$ cat config.mk
export PLATFORM = sky130hd
export DESIGN_NAME = mem_access_ctrl
export DESIGN_NICKNAME = d
export VERILOG_FILES = /design/src/rtl/mem_ctrl_pkg.sv /design/src/rtl/mem_read_align.sv /design/src/rtl/mem_access_ctrl.sv
export SDC_FILE = /design/constraint.sdc
export NUM_CORES = 1
export LEC_CHECK = 0
export BUFFER_PORTS_ARGS = -buffer_cell sky130_fd_sc_hd__buf_4
export CORE_MARGIN = 3
export CORE_UTILIZATION = 30
export CTS_CLUSTER_DIAMETER = 80
export CTS_CLUSTER_SIZE = 30
export DETAILED_ROUTE_END_ITERATION = 8
export GPL_TIMING_DRIVEN = 0
export RECOVER_POWER = 50
export SLEW_MARGIN = 20
export SYNTH_ARGS = -nofsm -noshare
export SYNTH_HDL_FRONTEND = slang
export SYNTH_SLANG_ARGS = --single-unit
export TNS_END_PERCENT = 50
$ cat constraint.sdc
create_clock -name clk -period 5.7 [get_ports clk]
set_clock_uncertainty 0.15 [all_clocks]
set_input_delay 1.14 -clock clk [delete_from_list [all_inputs] [get_ports clk]]
set_output_delay 1.14 -clock clk [all_outputs]
set_load 0.01 [all_outputs]
$ cat src/rtl/mem_ctrl_pkg.sv
// Shared definitions for the CPU-to-memory access controller: size codes,
// FSM states, default timeout and the alignment rule.
package mem_ctrl_pkg;

  typedef enum logic [1:0] {
    SIZE_WORD  = 2'b00,
    SIZE_BYTE  = 2'b01,
    SIZE_HALF  = 2'b10,
    SIZE_DWORD = 2'b11
  } size_e;

  typedef enum logic [1:0] {
    ST_IDLE,
    ST_ACCESS,
    ST_GAP,
    ST_RESP
  } state_e;

  localparam int unsigned DEFAULT_TIMEOUT = 15;

  function automatic logic is_aligned(input size_e size, input logic [2:0] addr_lo);
    logic ok;
    case (size)
      SIZE_BYTE:  ok = 1'b1;
      SIZE_HALF:  ok = (addr_lo[0] == 1'b0);
      SIZE_WORD:  ok = (addr_lo[1:0] == 2'b00);
      SIZE_DWORD: ok = (addr_lo == 3'b000);
      default:    ok = 1'b0;
    endcase
    return ok;
  endfunction

endpackage

$ cat src/rtl/mem_read_align.sv
// Formats captured memory beats into the 64-bit read result by request size.
module mem_read_align
  import mem_ctrl_pkg::*;
(
  input  size_e       size_i,
  input  logic [31:0] beat0_i,
  input  logic [31:0] beat1_i,
  output logic [63:0] rdata_o
);

  // NOTE: every combinational output gets a default before the case so no latch is inferred.
  always_comb begin
    rdata_o = '0;
    case (size_i)
      SIZE_BYTE:  rdata_o = {56'd0, beat0_i[7:0]};
      SIZE_HALF:  rdata_o = {48'd0, beat0_i[15:0]};
      SIZE_WORD:  rdata_o = {32'd0, beat0_i};
      SIZE_DWORD: rdata_o = {beat1_i, beat0_i};
      default:    rdata_o = '0;
    endcase
  end

endmodule

$ cat src/rtl/mem_access_ctrl.sv
// Sequences CPU requests onto a strobe/complete memory bus, splitting
// doublewords into two 32-bit beats separated by a mandatory idle cycle.
module mem_access_ctrl
  import mem_ctrl_pkg::*;
#(
  parameter int unsigned TIMEOUT = DEFAULT_TIMEOUT
) (
  input  logic        clk,
  input  logic        rst_n,
  input  logic        req_valid,
  output logic        req_ready,
  input  logic        req_rw,
  input  logic [1:0]  req_size,
  input  logic [31:0] req_addr,
  input  logic [63:0] req_wdata,
  output logic        rsp_valid,
  output logic [63:0] rsp_rdata,
  output logic        rsp_error,
  output logic        mem_enable,
  output logic        mem_rw,
  output logic [31:0] mem_addr,
  output logic [31:0] mem_wdata,
  output logic [1:0]  mem_wsel,
  input  logic [31:0] mem_rdata,
  input  logic        mem_mfc
);

  localparam int unsigned CNT_W = (TIMEOUT > 1) ? $clog2(TIMEOUT) : 1;

  state_e             state_q, state_d;
  size_e              size_q, size_d;
  logic               rw_q, rw_d;
  logic               beat_q, beat_d;
  logic               err_q, err_d;
  logic [31:0]        wdata_hi_q, wdata_hi_d;
  logic [31:0]        beat0_q, beat0_d;
  logic [31:0]        beat1_q, beat1_d;
  logic [CNT_W-1:0]   wait_cnt_q, wait_cnt_d;
  logic               req_ready_q, req_ready_d;
  logic               rsp_valid_q, rsp_valid_d;
  logic [63:0]        rsp_rdata_q, rsp_rdata_d;
  logic               rsp_error_q, rsp_error_d;
  logic               mem_enable_q, mem_enable_d;
  logic               mem_rw_q, mem_rw_d;
  logic [31:0]        mem_addr_q, mem_addr_d;
  logic [31:0]        mem_wdata_q, mem_wdata_d;
  logic [1:0]         mem_wsel_q, mem_wsel_d;
  logic [63:0]        fmt_rdata;
  size_e              req_size_e;

  assign req_size_e = size_e'(req_size);

  mem_read_align u_read_align (
    .size_i  (size_q),
    .beat0_i (beat0_q),
    .beat1_i (beat1_q),
    .rdata_o (fmt_rdata)
  );

  always_comb begin
    state_d      = state_q;
    size_d       = size_q;
    rw_d         = rw_q;
    beat_d       = beat_q;
    err_d        = err_q;
    wdata_hi_d   = wdata_hi_q;
    beat0_d      = beat0_q;
    beat1_d      = beat1_q;
    wait_cnt_d   = wait_cnt_q;
    req_ready_d  = req_ready_q;
    rsp_valid_d  = 1'b0;
    rsp_rdata_d  = rsp_rdata_q;
    rsp_error_d  = 1'b0;
    mem_enable_d = mem_enable_q;
    mem_rw_d     = mem_rw_q;
    mem_addr_d   = mem_addr_q;
    mem_wdata_d  = mem_wdata_q;
    mem_wsel_d   = mem_wsel_q;

    case (state_q)
      ST_IDLE: begin
        if (req_valid && req_ready_q) begin
          size_d      = req_size_e;
          rw_d        = req_rw;
          wdata_hi_d  = req_wdata[63:32];
          beat_d      = 1'b0;
          err_d       = 1'b0;
          req_ready_d = 1'b0;
          if (is_aligned(req_size_e, req_addr[2:0])) begin
            state_d      = ST_ACCESS;
            mem_enable_d = 1'b1;
            mem_rw_d     = req_rw;
            mem_addr_d   = req_addr;
            mem_wdata_d  = req_wdata[31:0];
            mem_wsel_d   = (req_size_e == SIZE_DWORD) ? SIZE_WORD : req_size;
            wait_cnt_d   = '0;
          end else begin
            state_d     = ST_RESP;
            rsp_valid_d = 1'b1;
            rsp_error_d = 1'b1;
            rsp_rdata_d = '0;
          end
        end
      end
      ST_ACCESS: begin
        if (mem_mfc) begin
          state_d      = ST_GAP;
          mem_enable_d = 1'b0;
          if (beat_q) beat1_d = mem_rdata;
          else        beat0_d = mem_rdata;
        end else if (wait_cnt_q == CNT_W'(TIMEOUT - 1)) begin
          state_d      = ST_GAP;
          mem_enable_d = 1'b0;
          err_d        = 1'b1;
        end else begin
          wait_cnt_d = wait_cnt_q + CNT_W'(1);
        end
      end
      ST_GAP: begin
        // A timed-out first beat drops the second beat entirely.
        if (size_q == SIZE_DWORD && !beat_q && !err_q) begin
          state_d      = ST_ACCESS;
          mem_enable_d = 1'b1;
          mem_addr_d   = mem_addr_q + 32'd4;
          mem_wdata_d  = wdata_hi_q;
          beat_d       = 1'b1;
          wait_cnt_d   = '0;
        end else begin
          state_d     = ST_RESP;
          rsp_valid_d = 1'b1;
          rsp_error_d = err_q;
          rsp_rdata_d = (err_q || !rw_q) ? 64'd0 : fmt_rdata;
        end
      end
      ST_RESP: begin
        state_d     = ST_IDLE;
        req_ready_d = 1'b1;
      end
      default: begin
        state_d     = ST_IDLE;
        req_ready_d = 1'b1;
      end
    endcase
  end

  // NOTE: sequential state uses non-blocking assignments so every register samples pre-edge values.
  always_ff @(posedge clk) begin
    if (!rst_n) begin
      state_q      <= ST_IDLE;
      size_q       <= SIZE_WORD;
      rw_q         <= 1'b1;
      beat_q       <= 1'b0;
      err_q        <= 1'b0;
      wdata_hi_q   <= '0;
      beat0_q      <= '0;
      beat1_q      <= '0;
      wait_cnt_q   <= '0;
      req_ready_q  <= 1'b1;
      rsp_valid_q  <= 1'b0;
      rsp_rdata_q  <= '0;
      rsp_error_q  <= 1'b0;
      mem_enable_q <= 1'b0;
      mem_rw_q     <= 1'b1;
      mem_addr_q   <= '0;
      mem_wdata_q  <= '0;
      mem_wsel_q   <= 2'b00;
    end else begin
      state_q      <= state_d;
      size_q       <= size_d;
      rw_q         <= rw_d;
      beat_q       <= beat_d;
      err_q        <= err_d;
      wdata_hi_q   <= wdata_hi_d;
      beat0_q      <= beat0_d;
      beat1_q      <= beat1_d;
      wait_cnt_q   <= wait_cnt_d;
      req_ready_q  <= req_ready_d;
      rsp_valid_q  <= rsp_valid_d;
      rsp_rdata_q  <= rsp_rdata_d;
      rsp_error_q  <= rsp_error_d;
      mem_enable_q <= mem_enable_d;
      mem_rw_q     <= mem_rw_d;
      mem_addr_q   <= mem_addr_d;
      mem_wdata_q  <= mem_wdata_d;
      mem_wsel_q   <= mem_wsel_d;
    end
  end

  assign req_ready  = req_ready_q;
  assign rsp_valid  = rsp_valid_q;
  assign rsp_rdata  = rsp_rdata_q;
  assign rsp_error  = rsp_error_q;
  assign mem_enable = mem_enable_q;
  assign mem_rw     = mem_rw_q;
  assign mem_addr   = mem_addr_q;
  assign mem_wdata  = mem_wdata_q;
  assign mem_wsel   = mem_wsel_q;

endmodule

Yosys cells after proc, flatten, opt, wreduce, memory -nomap -nowiden

Index checks and enable logic that the tools add are counted.

Multiplexer cells: 48
Bitwise gates (word level): 2
$add $sub $neg: 2
Reductions and logical operators: 28
Eq/ne operators: 19

Operators by type and width:

| cell                    | number |
|---|---|
| $mux W64                | 4 |
| $pmux W64 S4            | 1 |
| $mux W32                | 6 |
| $pmux W32 S2            | 2 |
| $pmux W64 S2            | 1 |
| $add A32 B3 Y32 const B | 1 |
| $mux W4                 | 5 |
| $ne A2 B2 Y1 const B    | 8 |
| $mux W1                 | 14 |
| $eq A2 B2 Y1 const B    | 6 |
| $mux W2                 | 6 |
| $pmux W4 S3             | 1 |
| $reduce_and A3 Y1       | 4 |
| $reduce_and A4 Y1       | 3 |
| $pmux W1 S2             | 5 |
| $logic_not A2 Y1        | 4 |
| $pmux W2 S4             | 1 |
| $eq A2 B1 Y1 const B    | 3 |
| $reduce_and A2 Y1       | 3 |
| $reduce_and A6 Y1       | 1 |
| $reduce_bool A2 Y1      | 3 |
| $reduce_and A5 Y1       | 1 |
| $add A4 B1 Y4 const B   | 1 |
| $eq A4 B4 Y1 const B    | 1 |
| other kinds (9)         | 14 |

Register bits: 242
Word-level logic and storage cells: 117

Longest topological paths before layout

Gate-level depths: netlist (run 1).

Word-level depth: 7
Depth in mapped cells: 8

Hierarchy

A second synthesis (run 1) with hierarchy kept.

Cells, all modules: 1310
Area, all modules: 10207.3 µm²

By module, submodules not included:

| module          | instances | cells an instance | area an instance (µm²) | sequential area each (µm²) |
|---|---|---|---|---|
| mem_access_ctrl | 1         | 1237              | 9723.1                 | 4844.6 |
| mem_read_align  | 1         | 73                | 484.2                  | 0.0 |

Least setup slack after synthesis (run 1)

Ideal clock, no wire load.

Kind: input to register
Start: input req_addr[0]
End: register mem_addr_q[22] (netlist: mem_addr[22])
Setup time: 119 ps
Stages: 6
Slack: 2784 ps
Arrival: 2647 ps
Cell sequence: o21ba_1 > or4b_1 > buf_2 > a31o_2 > clkbuf_1 > o221a_2

Longest elaborated chain between the ends: 6
Elaborated cells on any way between the ends: 8
Those cells by class: eq/ne (1); mux (3); bitwise (1); reduce/logical (3)

RTL lines:

| item                                           | RTL line               | RTL |
|---|---|---|
| from (decl)                                    | mem_access_ctrl.sv:14  | `input logic [31:0] req_addr,` |
| $logic_not A3 Y1, or another cell as far along | mem_ctrl_pkg.sv:27     | `SIZE_DWORD: ok = (addr_lo == 3'b000);` |
| $pmux W1 S4 *                                  | mem_ctrl_pkg.sv:23     | `case (size)` |
| $mux W1 *                                      | mem_access_ctrl.sv:82  | `if (req_valid && req_ready_q) begin` |
| $mux W1 *                                      | mem_access_ctrl.sv:80  | `case (state_q)` |
| $ne A2 B2 Y1 (no source line) *                | --                     |  |
| $reduce_and A4 Y1 (no source line) *           | --                     |  |
| to (signal assigned)                           | mem_access_ctrl.sv:183 | `mem_addr_q <= mem_addr_d;` |
| to (decl)                                      | mem_access_ctrl.sv:45  | `logic [31:0] mem_addr_q, mem_addr_d;` |

Every way passes the cells marked *; elsewhere a longest branch is shown, timed or not. The select of a mux whose other input is x is not followed.
A chain may end at the register's enable or synchronous reset.

==> results of run 1 <==
## layer usage
layer | up-vias | wire length (um) | track usage, % | share of wire (%)
met5 | - | 7 | 0 | 0.019
met4 | 2 | 775 | 4.81 | 2.2
met3 | 43 | 3510 | 5.69 | 9.8
met2 | 388 | 16200 | 31.2 | 45
met1 | 4653 | 15400 | 24.9 | 43
li1 | 4884 | - | - | -
## worst max-delay path, stage by stage
cell and delay [ns]:
clkbuf_1 0.59, nand2_1 0.22, nor3_1 0.86, and3_1 0.26, clkbuf_1 0.27, buf_2 0.29, nand2_1 0.09, mux2i_1 0.13
## per-stage QoR
step | hold slack (ns) | area [um^2] | worst slack [ns]
3_3_place_gp | 0.290 | 12700 | 1.89
3_5_place_dp | 0.297 | 12700 | 1.88
5_1_grt | 0.305 | 12800 | 1.87
6_report | 0.292 | 12800 | 2.13
4_1_cts | 0.302 | 13300 | 2.40
2_1_floorplan | 0.285 | 10100 | 2.78
## cells by family after synthesis
group / share of synthesized area (%)
simple gates: 23.6
compound gates: 16.7
flops: 47.8
buf+inv: 4.69
mux: 6.71
fa+ha+maj: 0.370
xor+xnor: 0.0864
## power groups by stage
stage	registers [mW]	logic, mW	clock network [mW]
floorplan	1.91	0.476	0
global placement	1.90	0.845	0
detailed placement	1.90	0.852	0
CTS	1.87	0.853	1.37
global route	1.88	0.884	1.42
finish	1.87	0.803	1.33
## final cells by class
class | count | share of cell area, %
Buffer | 96 | 3.36
Tap cell | 442 | 4.33
Clock buffer | 17 | 3.33
Timing Repair Buffer | 268 | 11.8
Multi-Input combinational cell | 917 | 37.6
Sequential cell | 242 | 38.0
Antenna cell | 2 | 0.0392
Clock inverter | 11 | 1.26
Inverter | 11 | 0.324
## path summary, 6_finish.rpt
check	to	slack, ns	cells after the start
worst max-delay path	rsp_rdata[58]$_SDFFE_PN0P_	2.13	8
worst min register to register	rsp_rdata[9]$_SDFFE_PN0P_	0.29	2
worst max register to register	mem_addr[20]$_SDFFE_PN0P_	2.66	6
worst min-delay path	rsp_rdata[9]$_SDFFE_PN0P_	0.29	2
## state kept, by name, summed over array words and instances (netlist names)
| register | flops |
|---|---|
| size_q | 2 |
| rsp_valid | 1 |
| beat_q | 1 |
| beat1_q | 32 |
| rw_q | 1 |
| err_q | 1 |
| mem_enable | 1 |
| mem_rw | 1 |
| mem_addr | 32 |
| mem_wsel | 2 |
| beat0_q | 32 |
| rsp_rdata | 64 |
| req_ready | 1 |
| state_q | 2 |
| wait_cnt_q | 4 |
| wdata_hi_q | 32 |
| mem_wdata | 32 |
| rsp_error | 1 |
## synth_stat cells (all sizes together), types with 2 or more instances
master	count	area, um^2
and2	4	25.0
nor2b	3	18.8
nand2b	5	31.3
and4	4	35.0
a21o	5	37.5
mux2i	68	681
o22ai	3	18.8
buf	33	198
a21oi	138	691
o31a	3	26.3
nand3	18	90.1
nor2	72	270
a41oi	4	35.0
inv	8	30.0
a31oi	11	83.8
nor4	5	43.8
o221a	8	90.1
or4	4	30.0
clkinv	3	11.3
and3	7	43.8
nand2	433	1630
nand4	10	62.6
a211oi	7	62.6
nor3	11	60.1
clkbuf	63	236
ha	3	37.5
o31ai	6	45.0
o21ai	25	125
dfxtp	242	4840
a31o	4	35.0
a311oi	34	323
o21ba	2	20.0
==> results.sh, run 1 <==
export IMPL_final_max_slew_violation_count=0
export IMPL_die_y_um=190
export IMPL_finalSetupTns_ns=0
export IMPL_final_nets=1690
export IMPL_clock_path_buffers=3
export IMPL_ys_async_sr_fraction_pct=0
export IMPL_num_fill_cells=3526
export IMPL_pwr_share_clk_pct=33.3
export IMPL_cp_start_kind="input port"
export IMPL_cts_tree="built"
export IMPL_grt_pass1_vias=9712
export IMPL_ant_nets=0
export IMPL_p_leak_nw=4.80
export IMPL_htree_levels=1
export IMPL_final_cell_mix="433 x nand2_1, 242 x dfxtp_1, 204 x clkbuf_1"
export IMPL_synth_edf_count=0
export IMPL_p_per_area_nw_per_um2=314
export IMPL_r2r_start="state_q[1]$_SDFFE_PN0P_"
export IMPL_critPathMaxFanout=10
export IMPL_antenna_found_initial=3
export IMPL_finalPower_mw=4.00
export IMPL_post_cts_buffers=0
export IMPL_syn_nets=1404
export IMPL_drt_wl_total_um=35900
export IMPL_cts_made_buffers=16
export IMPL_crit_type="input port to register"
export IMPL_layout_commonest_cell="nand2_1"
export IMPL_synth_seq_cells=242
export IMPL_cp_startpoint="rst_n"
export IMPL_cts_resized=0
export IMPL_netlist_instances=1266
export IMPL_via_per_inst=4.97
export IMPL_synth_cell_types=62
export IMPL_holdCritStartpoint="beat0_q[9]$_SDFFE_PN0P_"
export IMPL_instances_no_fill=2006
export IMPL_drc=0
export IMPL_synth_ff_type="dfxtp_1"
export IMPL_grt_ovfl_total=0
export IMPL_hpwl_um=27200
export IMPL_die_w_um=190
export IMPL_required_ns=5.98
export IMPL_dr_total_vias=9970
export IMPL_final_util_pct=38.7
export IMPL_postCtsHoldBufs=0
export IMPL_vdd_drop_max_v=0.000154
export IMPL_hold_violations=0
export IMPL_maxSlewHeadroom_pct=27.6
export IMPL_initial_core_util_pct=30.8
export IMPL_grt_max_degree=31
export IMPL_end_kind="register"
export IMPL_rsz0062_at_grt="false"
export IMPL_holdCritPathClass="register to register"
export IMPL_clk_latency_ns=0.50
export IMPL_drt_iter0_markers=637
export IMPL_regArea_um2=4840
export IMPL_syn2layout_area_growth_pct=25.8
export IMPL_clockRootBuffer="clkbuf_16"
export IMPL_avgRoutedWirePerCell_um=17.9
export IMPL_switchingPower_mw=1.29
export IMPL_fmax_mhz=280
export IMPL_core_um2=32900
export IMPL_multi_input_area_um2=4800
export IMPL_drive_gt1_share_pct=13.1
export IMPL_io_pins=270
export IMPL_grt_usage_pct=19.2
export IMPL_tightest_slew_ns=1.08
export IMPL_synth_yosys_warnings=0
export IMPL_gp_congestion=0.866
export IMPL_status="completed"
export IMPL_fin_crit_ns=3.57
export IMPL_p_comb_share_pct=20.1
export IMPL_cts_sinks=242
export IMPL_grt_pass1_wl_um=54900
export IMPL_synth_area_per_cell_um2=8.01
export IMPL_dieArea_um2=36000
export IMPL_clk_pin_slew_ns=0.11
export IMPL_setup_viol_count_final=0
export IMPL_synth_yosys_seq_area_share_pct=47.8
export IMPL_synth_area_um2=10100
export IMPL_period_share_pct=62.7
export IMPL_seqPwrFrac_pct=46.7
export IMPL_dpl_cell_count=1976
export IMPL_numPortBuffers=268
export IMPL_maxCapViolCount=0
export IMPL_row_count=66
export IMPL_arrival_ns=3.85
export IMPL_first_pass_iters=5
export IMPL_switching_share_pct=32.2
export IMPL_p_int_mw=2.71
(Power assumes the default switching activity.)
==> inputs of run 2 (changes only) <==
==> constraint.sdc (replaced) <==
create_clock -name clk -period 3.45 [get_ports clk]
set_clock_uncertainty 0.15 [all_clocks]
set_input_delay 0.69 -clock clk [delete_from_list [all_inputs] [get_ports clk]]
set_output_delay 0.69 -clock clk [all_outputs]
set_load 0.01 [all_outputs]
==> results.sh, run 2 (synthesis results as in run 1) <==
export IMPL_cts_tree="built"
export IMPL_critPathMaxFanout=10
export IMPL_r2r_start="state_q[1]$_SDFFE_PN0P_"
export IMPL_via_per_inst=4.97
export IMPL_post_cts_buffers=0
export IMPL_arrival_ns=3.29
export IMPL_avgRoutedWirePerCell_um=17.9
export IMPL_vdd_drop_max_v=0.000258
export IMPL_final_setup_worst_slack_ns=0.407
export IMPL_die_y_um=190
export IMPL_tightest_slew_ns=1.06
export IMPL_p_per_area_nw_per_um2=517
export IMPL_hold_depth=3
export IMPL_drt_iter0_markers=720
export IMPL_clock_path_buffers=3
export IMPL_grt_max_degree=31
export IMPL_io_pins=270
export IMPL_row_count=66
export IMPL_cp_depth=6
export IMPL_cts_sinks=242
export IMPL_status="completed"
export IMPL_reg2reg_slack_ns=0.41
export IMPL_postCtsHoldBufs=0
export IMPL_period_share_pct=88.2
export IMPL_num_fill_cells=3522
export IMPL_critPathTopFamily="buffers and inverters"
export IMPL_clockRootBuffer="clkbuf_16"
export IMPL_worstRegToRegCells=6
export IMPL_fmax_mhz=329
export IMPL_crit_type="register to register"
export IMPL_holdCritPathClass="input port to register"
export IMPL_final_util_pct=38.8
export IMPL_slowest_delay_ns=0.87
export IMPL_post_place_ws_ns=0.0844
export IMPL_finalPower_mw=6.61
export IMPL_end_kind="register"
export IMPL_grt_pass1_wl_um=54900
export IMPL_dieArea_um2=36000
export IMPL_cp_slowest_cell="nor2_1"
export IMPL_clk_pin_slew_ns=0.09
export IMPL_rsz0062_at_grt="false"
export IMPL_final_max_slew_violation_count=0
export IMPL_grt_ovfl_total=0
export IMPL_dr_total_vias=9969
export IMPL_crit_path_cell_trace="buf_2 -> clkinv_1 -> nor2_1 -> clkbuf_1 -> o31ai_1 -> a211o_1"
export IMPL_grt_usage_pct=19.2
export IMPL_finalSetupTns_ns=0
export IMPL_drt_wl_total_um=35900
export IMPL_cts_resized=0
export IMPL_initial_core_util_pct=30.8
export IMPL_rr_endpoint="mem_addr[29]$_SDFFE_PN0P_"
export IMPL_maxCapViolCount=0
export IMPL_final_cell_mix="433 x nand2_1, 242 x dfxtp_1, 202 x clkbuf_1"
export IMPL_fin_crit_ns=3.04
export IMPL_cts_made_buffers=16
export IMPL_core_um2=32900
export IMPL_first_pass_iters=6
export IMPL_drc=0
export IMPL_grt_pass1_vias=9712
export IMPL_hpwl_um=27200
export IMPL_setup_viol_count_final=0
export IMPL_drive_gt1_share_pct=13.4
export IMPL_final_nets=1690
export IMPL_gp_congestion=0.866
export IMPL_hold_violations=0
export IMPL_syn2layout_area_growth_pct=26.1
export IMPL_htree_levels=1
export IMPL_cp_start_kind="register"
export IMPL_die_w_um=190
export IMPL_ant_nets=0
export IMPL_cp_startpoint="state_q[1]$_SDFFE_PN0P_"
export IMPL_crit_path_end="mem_addr[29]$_SDFFE_PN0P_"
export IMPL_required_ns=3.69
export IMPL_clk_latency_ns=0.50
export IMPL_layout_commonest_cell="nand2_1"
export IMPL_critPathBufInv=3
export IMPL_p_leak_nw=4.81
export IMPL_largest_reg_flops=64
export IMPL_maxSlewHeadroom_pct=28.8
export IMPL_numPortBuffers=268
export IMPL_antenna_found_initial=3
==> run 2: layer usage <==
metal | vias up | part of all wire [%] | global-route usage, %
met3 | 46 | 10 | 5.69
met2 | 386 | 45 | 31.2
met5 | - | 0.019 | 0
met4 | 2 | 2.1 | 4.81
met1 | 4649 | 43 | 24.9
li1 | 4886 | - | -
==> run 2: tightest hold or removal path, stage by stage <==
cell,delay (ns)
buf_4,0.08
nand2_1,0.04
nand3_1,0.06
==> run 2: power breakdown <==
group	internal (mW)	switching (mW)
clock network	1.05	1.15
logic	0.488	0.844
registers	2.95	0.130
==> run 2: how the worst min path moves through the flow <==
| stage | slack (ns) | startpoint | end |
|---|---|---|---|
| floorplan | 0.28 | beat0_q[0]$_SDFFE_PN0P_ | rsp_rdata[0]$_SDFFE_PN0P_ |
| global placement | 0.29 | beat0_q[15]$_SDFFE_PN0P_ | rsp_rdata[15]$_SDFFE_PN0P_ |
| detailed placement | 0.30 | wdata_hi_q[24]$_SDFFE_PN0P_ | wdata_hi_q[24]$_SDFFE_PN0P_ |
| CTS | 0.24 | req_rw | rw_q$_SDFFE_PN1P_ |
| global route | 0.26 | mem_rdata[14] | beat1_q[14]$_SDFFE_PN0P_ |
| finish | 0.25 | req_rw | rw_q$_SDFFE_PN1P_ |
==> run 2: cell type report <==
class / count / area [um^2] / share of cell area [%]
diodes: 2 / 5.00 / 0.0392
plain buffers: 96 / 430 / 3.37
clock buffers: 17 / 425 / 3.33
clock inverters: 11 / 160 / 1.25
inverters: 11 / 41.3 / 0.323
multi-input cells: 917 / 4820 / 37.7
flip-flops and latches: 242 / 4840 / 37.9
well taps: 442 / 553 / 4.33
repair buffers: 268 / 1510 / 11.8
==> run 2: metrics by stage <==
stage | instances | hold WS, ns | cell area (um^2)
floorplan | 1266 | 0.285 | 10100
global route | 2006 | 0.260 | 12800
CTS | 2004 | 0.237 | 13300
detailed placement | 1976 | 0.297 | 12700
finish | 2006 | 0.254 | 12800
global placement | 1976 | 0.290 | 12700
==> inputs of run 3 (changes only) <==
--- a/config.mk
+++ b/config.mk
@@ -5,7 +5,7 @@
 export SDC_FILE = /design/constraint.sdc
 export NUM_CORES = 1
 export LEC_CHECK = 0
-export BUFFER_PORTS_ARGS = -buffer_cell sky130_fd_sc_hd__buf_4
+export BUFFER_PORTS_ARGS = -buffer_cell sky130_fd_sc_hd__buf_2
 export CORE_MARGIN = 3
 export CORE_UTILIZATION = 30
 export CTS_CLUSTER_DIAMETER = 80
==> results.sh, run 3 (synthesis results as in run 1) <==
export IMPL_drive_gt1_share_pct=13.6
export IMPL_cts_made_buffers=17
export IMPL_required_ns=3.72
export IMPL_p_leak_nw=4.73
export IMPL_rsz0062_at_grt="false"
export IMPL_finalSetupTns_ns=0
export IMPL_htree_levels=1
export IMPL_cts_resized=0
export IMPL_holdCritPathClass="input port to register"
export IMPL_row_count=66
export IMPL_io_pins=270
export IMPL_instances_no_fill=2007
export IMPL_fmax_mhz=336
export IMPL_avgRoutedWirePerCell_um=17.5
export IMPL_multi_input_area_um2=4820
export IMPL_fin_crit_ns=2.98
export IMPL_grt_usage_pct=18.8
export IMPL_maxSlewHeadroom_pct=30.2
export IMPL_largest_reg_flops=64
export IMPL_vdd_drop_max_v=0.000314
export IMPL_pwr_share_clk_pct=35.4
export IMPL_period_share_pct=86.3
export IMPL_drc=0
export IMPL_ant_nets=0
export IMPL_die_y_um=190
export IMPL_crit_type="register to register"
export IMPL_final_util_pct=38.0
export IMPL_tightest_slew_ns=1.04
export IMPL_p_per_area_nw_per_um2=540
export IMPL_p_comb_share_pct=19.1
export IMPL_numPortBuffers=268
export IMPL_die_w_um=190
export IMPL_clk_latency_ns=0.50
export IMPL_maxCapViolCount=0
export IMPL_setup_viol_count_final=0
export IMPL_switching_share_pct=32.8
export IMPL_drt_wl_total_um=35200
export IMPL_cts_tree="built"
export IMPL_clockRootBuffer="clkbuf_16"
export IMPL_cp_start_kind="register"
export IMPL_layout_commonest_cell="nand2_1"
export IMPL_via_per_inst=4.99
export IMPL_dr_total_vias=10000
export IMPL_clock_path_buffers=3
export IMPL_grt_pass1_vias=9570
export IMPL_first_pass_iters=8
export IMPL_critPathMaxFanout=10
export IMPL_clk_pin_slew_ns=0.11
export IMPL_dpl_cell_count=1976
export IMPL_end_kind="register"
export IMPL_final_max_slew_violation_count=0
export IMPL_grt_pass1_wl_um=54000
export IMPL_num_fill_cells=3588
export IMPL_arrival_ns=3.25
export IMPL_p_int_mw=4.55
export IMPL_initial_core_util_pct=30.8
export IMPL_antenna_found_initial=5
export IMPL_grt_ovfl_total=0
export IMPL_core_um2=32900
export IMPL_syn2layout_area_growth_pct=23.6
export IMPL_status="completed"
export IMPL_cts_sinks=242
export IMPL_gp_congestion=0.874
export IMPL_hpwl_um=26600
export IMPL_hold_violations=0
export IMPL_drt_iter0_markers=584
export IMPL_postCtsHoldBufs=0
export IMPL_switchingPower_mw=2.22
export IMPL_final_cell_mix="433 x nand2_1, 242 x dfxtp_1, 201 x clkbuf_1"
export IMPL_final_nets=1691
export IMPL_dieArea_um2=36000
export IMPL_post_cts_buffers=0
export IMPL_grt_max_degree=31
export IMPL_seqPwrFrac_pct=45.5
export IMPL_regArea_um2=4840
-- run 3: path summary, 6_finish.rpt --
path	start	slack, ns	depth (start not counted)	end
setup / recovery	state_q[1]$_SDFFE_PN0P_	0.47	6	mem_wdata[3]$_SDFFE_PN0P_
setup reg to reg	state_q[1]$_SDFFE_PN0P_	0.47	6	mem_wdata[3]$_SDFFE_PN0P_
hold reg to reg	beat1_q[6]$_SDFFE_PN0P_	0.27	2	rsp_rdata[38]$_SDFFE_PN0P_
hold / removal	req_wdata[42]	0.25	3	wdata_hi_q[10]$_SDFFE_PN0P_
-- run 3: per-stage QoR --
step	instance area (um^2)	hold WS (ns)	power [mW]	worst slack (ns)
detailed placement	12000	0.296	4.46	0.0374
global placement	12000	0.289	4.44	0.0149
CTS	12700	0.225	6.87	0.506
global route	12500	0.235	7.10	0.316
floorplan	10100	0.285	3.94	0.984
finish	12500	0.253	6.77	0.474
-- run 3: final cells by class --
cell class	instances	share of cell area, %
diodes	2	0.0399
flip-flops and latches	242	38.7
inverters	11	0.329
clock inverters	10	1.72
clock buffers	19	3.61
well taps	442	4.41
repair buffers	268	9.35
plain buffers	96	3.44
multi-input cells	917	38.4
-- run 3: power groups by stage --
stage / Combinational, mW / Sequential (mW) / Clock [mW]
after floorplan: 0.787 / 3.15 / 0
after global placement: 1.31 / 3.14 / 0
after detailed placement: 1.32 / 3.14 / 0
after CTS: 1.32 / 3.08 / 2.47
after global routing: 1.42 / 3.10 / 2.58
final: 1.29 / 3.08 / 2.40
-- run 3: critical path, stage by stage, from the launching register on --
cell	delay [ns]
dfxtp_1	0.39
buf_2	0.24
clkinv_1	0.24
nor2_1	0.85
clkbuf_1	0.57
nand2_1	0.17
a311oi_1	0.26
-- run 3: metal layers --
layer,share of wire [%],up-vias,GRT usage [%]
met5,0.097,-,0
met4,2.1,6,4.01
met3,8.6,53,4.50
met2,45,373,31.0
met1,44,4687,25.0
li1,-,4901,-
